File: config.mk
export PLATFORM = sky130hd
export DESIGN_NAME = apb_i2c_master_sequencer
export DESIGN_NICKNAME = d
export VERILOG_FILES = /design/src/rtl/apb_i2c_master_sequencer.sv
export SDC_FILE = /design/constraint.sdc
export NUM_CORES = 1
export LEC_CHECK = 0
export CORE_MARGIN = 2
export CORE_UTILIZATION = 41
export CTS_CLUSTER_DIAMETER = 100
export DETAILED_ROUTE_END_ITERATION = 12
export PLACE_DENSITY = 0.87
export REMOVE_ABC_BUFFERS = 1
export SLEW_MARGIN = 20
export SYNTH_ARGS = -nofsm -noshare
export SYNTH_HDL_FRONTEND = slang
export SYNTH_SLANG_ARGS = --single-unit
File: constraint.sdc
create_clock -name PCLK -period 4.7 [get_ports PCLK]
set_input_delay 0.94 -clock PCLK [delete_from_list [all_inputs] [get_ports PCLK]]
set_output_delay 0.94 -clock PCLK [all_outputs]
set_load 0.05 [all_outputs]
File: src/rtl/apb_i2c_master_sequencer.sv
// apb_i2c_master_sequencer: round-robin APB master that feeds two
// requesters into the APB-I2C bridge with a bounded PREADY wait.
module apb_i2c_master_sequencer #(
  parameter int TIMEOUT_CYCLES = 16,
  parameter int CNT_W = $clog2(TIMEOUT_CYCLES + 1)
) (
  input  logic        PCLK,
  input  logic        PRESETn,
  input  logic        req0_valid,
  input  logic        req0_write,
  input  logic [31:0] req0_addr,
  input  logic [31:0] req0_wdata,
  output logic        req0_ready,
  input  logic        req1_valid,
  input  logic        req1_write,
  input  logic [31:0] req1_addr,
  input  logic [31:0] req1_wdata,
  output logic        req1_ready,
  output logic        rsp_valid,
  output logic        rsp_id,
  output logic [31:0] rsp_rdata,
  output logic        rsp_err,
  output logic        rsp_timeout,
  output logic        busy,
  output logic        PSELx,
  output logic        PENABLE,
  output logic        PWRITE,
  output logic [31:0] PADDR,
  output logic [31:0] PWDATA,
  input  logic [31:0] PRDATA,
  input  logic        PREADY,
  input  logic        PSLVERR
);

  typedef enum logic [1:0] {
    IDLE,
    SETUP,
    ACCESS,
    RESP
  } state_t;

  state_t           state;
  state_t           state_nx;
  logic             cmd_write;
  logic             cmd_id;
  logic [31:0]      cmd_addr;
  logic [31:0]      cmd_wdata;
  logic             last_id;
  logic [CNT_W-1:0] cnt;
  logic             gnt_id;
  logic             accept;
  logic             tmo_hit;

  // Conflict goes to whoever was not granted last.
  always_comb begin
    state_nx   = state;
    req0_ready = 1'b0;
    req1_ready = 1'b0;
    accept     = 1'b0;
    tmo_hit    = 1'b0;
    if (req0_valid && req1_valid)
      gnt_id = ~last_id;
    else
      gnt_id = req1_valid;
    unique case (state)
      IDLE: begin
        if (PRESETn && (req0_valid || req1_valid)) begin
          accept     = 1'b1;
          req0_ready = ~gnt_id;
          req1_ready = gnt_id;
          state_nx   = SETUP;
        end
      end
      SETUP: state_nx = ACCESS;
      ACCESS: begin
        if (PREADY) begin
          state_nx = RESP;
        end else if (cnt == CNT_W'(TIMEOUT_CYCLES - 1)) begin
          tmo_hit  = 1'b1;
          state_nx = RESP;
        end
      end
      RESP: state_nx = IDLE;
      default: state_nx = IDLE;
    endcase
  end

  always_ff @(posedge PCLK or negedge PRESETn) begin
    if (!PRESETn) begin
      state       <= IDLE;
      cmd_write   <= 1'b0;
      cmd_id      <= 1'b0;
      cmd_addr    <= '0;
      cmd_wdata   <= '0;
      last_id     <= 1'b1;
      cnt         <= '0;
      rsp_id      <= 1'b0;
      rsp_rdata   <= '0;
      rsp_err     <= 1'b0;
      rsp_timeout <= 1'b0;
    end else begin
      state <= state_nx;
      if (accept) begin
        cmd_write <= gnt_id ? req1_write : req0_write;
        cmd_addr  <= gnt_id ? req1_addr : req0_addr;
        cmd_wdata <= gnt_id ? req1_wdata : req0_wdata;
        cmd_id    <= gnt_id;
        last_id   <= gnt_id;
      end
      if (state == SETUP)
        cnt <= '0;
      else if (state == ACCESS && !PREADY && !tmo_hit)
        cnt <= cnt + 1'b1;
      if (state == ACCESS && PREADY) begin
        rsp_id      <= cmd_id;
        rsp_rdata   <= cmd_write ? '0 : PRDATA;
        rsp_err     <= PSLVERR;
        rsp_timeout <= 1'b0;
      end else if (tmo_hit) begin
        rsp_id      <= cmd_id;
        rsp_rdata   <= '0;
        rsp_err     <= 1'b1;
        rsp_timeout <= 1'b1;
      end
    end
  end

  assign PSELx     = (state == SETUP) || (state == ACCESS);
  assign PENABLE   = (state == ACCESS);
  assign PWRITE    = cmd_write;
  assign PADDR     = cmd_addr;
  assign PWDATA    = cmd_wdata;
  assign rsp_valid = (state == RESP);
  assign busy      = (state != IDLE);

endmodule

[After elaboration in Yosys (flattened, before gate mapping)]
Cells that the tools add are included.
Word-level totals
  register bits: 109
  input bits: 168
  output and inout bits: 106
  logic and storage cells: 61
Operators by class
  add/sub/neg operators: 1
  equality and inequality tests: 6
  mux-type cells: 27
  bitwise operators: 2
  reductions and logical operators: 14
Operator list (number)
  $mux 32: 5
  $mux 1: 16
  $mux 5: 2
  $pmux 2 s4: 1
  $mux 2: 3
  $reduce_bool 2->1: 3
  $add 5x1->5 const B: 1
  $eq 5x4->1 const B: 1
  $logic_and 1x1->1: 5
  $eq 2x2->1 const B: 2
  $ne 3x1->1 const B: 1
  $eq 2x1->1 const B: 1
  $logic_not 1->1: 2
  $logic_not 2->1: 1
  $logic_or 1x1->1: 2
  $ne 2x2->1 const B: 1
  $not 1->1: 2
  $reduce_and 2->1: 1

[Longest topological paths before layout]
Gate-level depths: netlist (run 1).
  depth after elaboration: 8
  mapped depth: 7

[Least setup slack after synthesis (run 1)]
Ideal clock, no wire load.
  path type: input -> output
  start point: input port PRESETn
  end point: output port req0_ready
  arrival: 1.532 ns
  required time: 3.760 ns
  slack: 2.228 ns
  stages on the path: 3
  path buffers: 1
  cells stage by stage: nand3_1 -> a21oi_2 -> buf_2
On the way
  longest elaborated chain between the ends: 3
Ends and longest elaborated chain
  start, declared: RTL line 8  | input logic PRESETn,
  $logic_and 1x1->1: RTL line 67  | if (PRESETn && (req0_valid || req1_valid)) begin
  $mux 1: RTL line 67
  $mux 1: RTL line 65  | unique case (state)
  end, declared: RTL line 13  | output logic req0_ready,
Every way passes these cells.

[Worst setup path after layout (run 1)]
  start point: input port req0_valid
  end point: output port req0_ready
On the way
  longest elaborated chain between the ends: 5
Ends and longest elaborated chain
  start, declared: RTL line 9  | input logic req0_valid,
  $logic_and 1x1->1: RTL line 61  | if (req0_valid && req1_valid)
  $mux 1: RTL line 61
  $not 1->1: RTL line 69  | req0_ready = ~gnt_id;
  $mux 1 (*): RTL line 67
  $mux 1 (*): RTL line 65
Every way passes the cells marked *; elsewhere a longest branch is shown, timed or not.

==> summary.txt, run 1 <==
Flow run
  • Max Cap Violations: 0

Critical path
  • Worst Path Arrival: 2.18 ns
  • Crit end category: primary output
  • CP cell instances: clkdlybuf4s50_1 -> nand3_1 -> a21oi_4 -> buf_12
  • CP delay by family, top: buffers and inverters
  • Slowest cell on crit path: clkdlybuf4s50_1
  • Startpoint types: input pin
  • Crit Path Class: input pin to primary output
  • CP max stage delay: 0.62 ns
  • WP buf/inv: 2
  • Crit-path max FO: 4
  • Worst path required time: 3.76 ns

STA
  • Clock Skew: 0.01547 ns
  • Worst-Margin Slew: between 0.9 and 1 ns
  • Tcrit/Tclk final: 66.29%
  • Minimum clock period: 3.116 ns
  • Final worst setup slack: 1.584 ns
  • RSZ-0062 raised after global routing: false
  • Slew Viols, Final: 0
  • Slew headroom: between 30% and 40%
  • Final hold violations: 0
  • FMAX: 320.9 MHz
  • # setup viols final: 0

Clock tree
  • Max Root-Sink Buffers: 2
  • CTS H-tree depth: 3
  • Num CTS Buffers: 9
  • Post-CTS setup buffer count: 0
  • Gates resized, CTS repair: 0
  • # hold bufs at CTS: 0
  • CTS tree: done
  • Clk root buf: clkbuf_8
  • Clock slew at reported path FFs: about 0.1 ns
  • Total clock sinks: 109
  • Clock Latency Late Sink: 0.36 ns

Worst hold path
  • Worst hold path type: flip-flop to flip-flop

Placement
  • Final Wtd Congestion: 0.7891
  • IO Port Bufs: 273
  • Hpwl dp: 10,670 um
  • Pre-CTS WS: 1.327 ns

Final layout
  • Commonest non-fill, non-tap cell in the layout: clkdlybuf4s50_1
  • Total Nets Final: roughly 800
  • Final-layout fill cell count: between 700 and 800
  • # diodes: 0
  • Commonest cells after routing, fill and taps aside: clkdlybuf4s50_1, dfrtp_1, a221o_1, and2_0, a22o_1
  • Layout cells sized above 1: under 10%
  • Area delta synth->final: 65.94%

Floorplan
  • Starting Density: 42.24%
  • # rows: 38
  • Die area: ~12,000 um^2
  • Core area: 10,890 um^2
  • Io pins: 274
  • Die Span X: roughly 110 um
  • Chip height: ~110 um

Detailed routing
  • DR pass1 iterations: 4
  • Via count: between 4,000 and 5,000
  • Starting DRT DRC Count: ~200
  • Post-route DRC: 0
  • Routed Antenna Nets: 0
  • Drt via density: about 5.4
  • Post-DR wirelength/cell: 19.24 um
  • Total Wirelength: around 15,000 um

Synth
  • Syn. warnings: 0
  • Yosys cell types: 29
  • Seq cells post-synth: 109
  • Cells after Synth: 350
  • Cell Area, Synth: 4599 um^2
  • Seq/Total Area, Yosys: 59.33%
  • Mean Syn Cell Area: 13.14 um^2

GRT
  • Total track usage: 23.50%
  • Grt total ovfl: 0
  • Largest net degree at the start of global routing: 79
  • Number of global-route vias before repair: ~4,200
  • Initial antenna violation count: 0
  • First-pass GRT wire length: 21,600 um

Power
  • Leak pwr: 0.003193 uW
  • Power Total: 5565 uW
  • PwrDens: 729.1 nW/um^2
  • Max VDD drop: 0.0004425 V

Run status
  • Status: complete, no violations
[final cells by class]
class                      instances  area, um^2  area share [%]
sequential                       109        2729           35.75
multi-input combinational        206        1712           22.43
clock inverter                     6       78.83           1.033
clock buffer                      10       127.6           1.672
inverter                           8       30.03          0.3934
tap                              140       175.2           2.295
timing repair buffer             277        2780           36.43
[sequential cells by signal, summed over array words and instances, names as in the netlist, 2 cells and up]
signal / cells
PWDATA: 32
state: 2
cnt: 5
PADDR: 32
rsp_rdata: 32
[where the power goes]
part	switching [uW]	leakage, uW	internal, uW
sequential	246	0.00137	1350
clock	328	0.000105	259
combinational	2100	0.00172	1280
total	2680	0.00319	2890
[final timing paths]
check / start / slack, ns / endpoint / depth (start not counted)
worst min register to register: rsp_rdata[5] / 0.51 / rsp_rdata[5] / 1
worst min-delay path: rsp_rdata[5] / 0.51 / rsp_rdata[5] / 1
max in group asynchronous: PRESETn / 2.83 / cnt[4] / 2
worst max register to register: state[1] / 2.38 / PWDATA[15] / 6
min in group asynchronous: PRESETn / 0.53 / PADDR[15] / 1
worst max-delay path: req0_valid / 1.58 / req0_ready / 4
[per-layer routing]
| layer | part of all wire (%) | global-route usage, % | routed length [um] |
|---|---|---|---|
| met2 | 51 | 41.28 | 7367 |
| met5 | 0 | 0 | 0 |
| met4 | 2.6 | 8.590 | 378 |
| met1 | 37 | 25.93 | 5383 |
| met3 | 9.8 | 8.595 | 1419 |
[synthesized netlist by cell type]
| cell | count | share of area [%] |
|---|---|---|
| mux2i_1 | 2 | 0.44 |
| dfrtp_1 | 108 | 59 |
| dfstp_2 | 1 | 0.57 |
| buf_4 | 8 | 1.3 |
| nor2b_1 | 1 | 0.14 |
| nand3_1 | 3 | 0.33 |
| o211ai_2 | 1 | 0.27 |
| and3_1 | 2 | 0.27 |
| and2_0 | 57 | 7.8 |
| nor2_1 | 6 | 0.49 |
| nand2_1 | 3 | 0.24 |
| buf_6 | 4 | 0.98 |
| o21ai_0 | 2 | 0.22 |
| ha_1 | 7 | 1.9 |
| o21ai_1 | 1 | 0.11 |
| nor3b_4 | 1 | 0.41 |
| a2bb2oi_1 | 1 | 0.19 |
| and2_1 | 8 | 1.1 |
| xnor2_1 | 2 | 0.38 |
| and4bb_2 | 1 | 0.27 |
| a21o_1 | 1 | 0.16 |
| a21oi_1 | 8 | 0.87 |
| a221o_1 | 65 | 14 |
| buf_2 | 11 | 1.2 |
| mux2_2 | 1 | 0.24 |
| a22o_1 | 32 | 6.1 |
| inv_1 | 8 | 0.65 |
| clkbuf_1 | 4 | 0.33 |
| a21oi_2 | 1 | 0.19 |
[kinds of logic after synthesis]
family	Yosys count	share of synthesized area, %
DFF	109	59.33
and+or+nand+nor	82	10.99
muxes	3	0.6801
adders and majority gates	7	1.904
AOI/OAI and AO/OA	112	22.25
buffers and inverters	35	4.461
xor gates and xnor gates	2	0.3809
[per-stage QoR]
| stage | hold WS [ns] | util [%] | instance area (um^2) | cells | setup TNS [ns] |
|---|---|---|---|---|---|
| after floorplan | 0.4781 | - | 4424 | 323 | -0.2966 |
| after global placement | 0.4684 | 68.09 | 7413 | 740 | 0 |
| after detailed placement | 0.4926 | 68.16 | 7421 | 740 | 0 |
| after CTS | 0.5194 | 70.05 | 7627 | 756 | 0 |
| after global routing | 0.5318 | 70.10 | 7632 | 756 | 0 |
| final | 0.5124 | 70.10 | 7632 | 756 | 0 |
Note: power is estimated with default switching activity, not from simulation.
==> inputs of run 2 (changes only) <==
--- a/config.mk
+++ b/config.mk
@@ -6,10 +6,10 @@
 export NUM_CORES = 1
 export LEC_CHECK = 0
 export CORE_MARGIN = 2
-export CORE_UTILIZATION = 41
+export CORE_UTILIZATION = 38
 export CTS_CLUSTER_DIAMETER = 100
 export DETAILED_ROUTE_END_ITERATION = 12
-export PLACE_DENSITY = 0.87
+export PLACE_DENSITY = 0.81
 export REMOVE_ABC_BUFFERS = 1
 export SLEW_MARGIN = 20
 export SYNTH_ARGS = -nofsm -noshare
==> constraint.sdc (replaced) <==
create_clock -name PCLK -period 3.2 [get_ports PCLK]
set_input_delay 0.64 -clock PCLK [delete_from_list [all_inputs] [get_ports PCLK]]
set_output_delay 0.64 -clock PCLK [all_outputs]
set_load 0.05 [all_outputs]
==> run 2 against run 1 <==
  * Total power up 53%
  * Sequential power up 46%
  * Non-clock buffer count rose by 4
  * Register-to-register slack got worse by 1.4 ns
  * Clock skew fell by 0.0085 ns
  * Count of clock-buffer cells in the layout grew 1
  * Global-route usage shrank 0.95 points
==> summary.txt, run 2 (same netlist as run 1, synthesis figures left out) <==
Clock tree
  • Post-CTS setup buffer count: 0
  • # hold bufs at CTS: 0
  • Gates resized, CTS repair: 0
  • Max Root-Sink Buffers: 2
  • Clock slew at reported path FFs: 0.07 ns
  • Clk root buf: clkbuf_16
  • CTS tree: done
  • Num CTS Buffers: 9
  • Clock Latency Late Sink: roughly 0.34 ns
  • CTS H-tree depth: 3
  • Total clock sinks: between 100 and 150

Floorplan
  • Starting Density: between 30% and 40%
  • Core area: 11,910 um^2
  • Io pins: roughly 270
  • Chip height: between 100 and 150 um
  • # rows: 40
  • Die Span X: roughly 110 um
  • Die area: approximately 13,000 um^2

GRT
  • Largest net degree at the start of global routing: 68
  • Grt total ovfl: 0
  • Total track usage: 22.55%
  • Initial antenna violation count: 0
  • Number of global-route vias before repair: 4,268
  • First-pass GRT wire length: approximately 23,000 um

STA
  • # setup viols final: 0
  • Clock Skew: 0.007003 ns
  • FMAX: 367.4 MHz
  • Slew headroom: 52.47%
  • Slew Viols, Final: 0
  • Worst-Margin Slew: 0.7130 ns
  • RSZ-0062 raised after global routing: false
  • Final hold violations: 0
  • Minimum clock period: 2.722 ns
  • Tcrit/Tclk final: 85.07%
  • Final worst setup slack: 0.4778 ns

Detailed routing
  • Total Wirelength: between 10,000 and 15,000 um
  • DR pass1 iterations: 4
  • Via count: 3,997
  • Drt via density: 5.211
  • Routed Antenna Nets: 0
  • Post-route DRC: 0
  • Starting DRT DRC Count: 222
  • Post-DR wirelength/cell: 19.06 um

Critical path
  • Worst Path Arrival: roughly 2.1 ns
  • Worst Reg-to-Reg Cells: 6
  • Crit Reg-Reg Startpoint: state[0]
  • Crit Path Class: flip-flop to primary output
  • Startpoint types: flip-flop
  • Crit end category: primary output
  • Crit-path max FO: 8
  • R2R Path End: PADDR[9]
  • Reg2reg setup slack: 0.96 ns
  • Worst path required time: ~2.6 ns

Run status
  • Status: complete, no violations

Power
  • Leak pwr: between 0.003 and 0.004 uW
  • PwrDens: 1093 nW/um^2
  • Max VDD drop: 0.0006425 V

Final layout
  • # diodes: 0
  • Layout Utilization: around two thirds
  • Commonest non-fill, non-tap cell in the layout: clkdlybuf4s50_1
  • Area delta synth->final: 69.64%
  • Final-layout fill cell count: 909
  • Layout cells sized above 1: approximately 5.6%
  • Total Nets Final: 790
  • Commonest cells after routing, fill and taps aside: clkdlybuf4s50_1, dfrtp_1, a221o_1, and2_0, a22o_1

Placement
  • Hpwl dp: 10,780 um
  • Final Wtd Congestion: 0.7959
  • IO Port Bufs: ~270
  • Pre-CTS WS: approximately 0.6 ns

Flow run
  • Max Cap Violations: 0

Worst hold path
  • Worst hold path type: input pin to async pin
[run 2: cell count changes in the layout (fill, tap and decap cells not counted), sizes merged]
cell    delta
bufinv     +1
clkbuf     +1
buf        +4
inv        -2
[run 2: stage by stage]
stage | hold slack (ns) | cell area, um^2 | cells | total power, uW | TNS [ns]
6_report | 0.1890 | 7802 | 767 | 8529 | 0
5_1_grt | 0.1932 | 7802 | 767 | 8951 | 0
4_1_cts | 0.1823 | 7802 | 767 | 8596 | 0
3_5_place_dp | 0.4694 | 7477 | 751 | 7350 | 0
3_3_place_gp | 0.4622 | 7477 | 751 | 7249 | 0
2_1_floorplan | 0.3444 | 4424 | 323 | 5487 | -81.49
[run 2: where the power goes]
group | internal, uW | switching [uW]
registers | 1990 | 346
clock network | 711 | 489
logic | 1900 | 3100
total | 4600 | 3930
[run 2: layer usage]
layer	global-route usage, %	vias to the layer above	part of all wire, %
li1	-	1856	-
met1	28.08	1940	41
met2	37.70	182	49
met3	7.120	19	8.5
met4	6.829	0	1.8
met5	0	-	0
[run 2: worst max path at each step]
stage,startpoint,end,slack [ns],depth (start not counted)
floorplan,state[0],req1_ready,-1.30,4
global placement,req1_valid,PADDR[10],0.69,5
detailed placement,req1_valid,PWDATA[14],0.61,5
CTS,state[0],PENABLE,0.48,3
global route,state[0],PENABLE,0.38,3
finish,state[0],PENABLE,0.48,3
[run 2: worst max-delay path, cell delays in order (launching register included)]
cell	delay, ns
dfrtp_1	0.43
inv_1	0.12
ha_1	0.32
clkdlybuf4s50_1	0.88
[run 2: layout make-up]
cell class	count	area (um^2)	share of cell area, %
timing repair buffer	281	2835	36.34
sequential	109	2729	34.97
multi-input combinational	206	1699	21.78
clock buffer	11	242.7	3.111
tap	147	183.9	2.357
clock inverter	5	82.58	1.058
inverter	8	30.03	0.3849
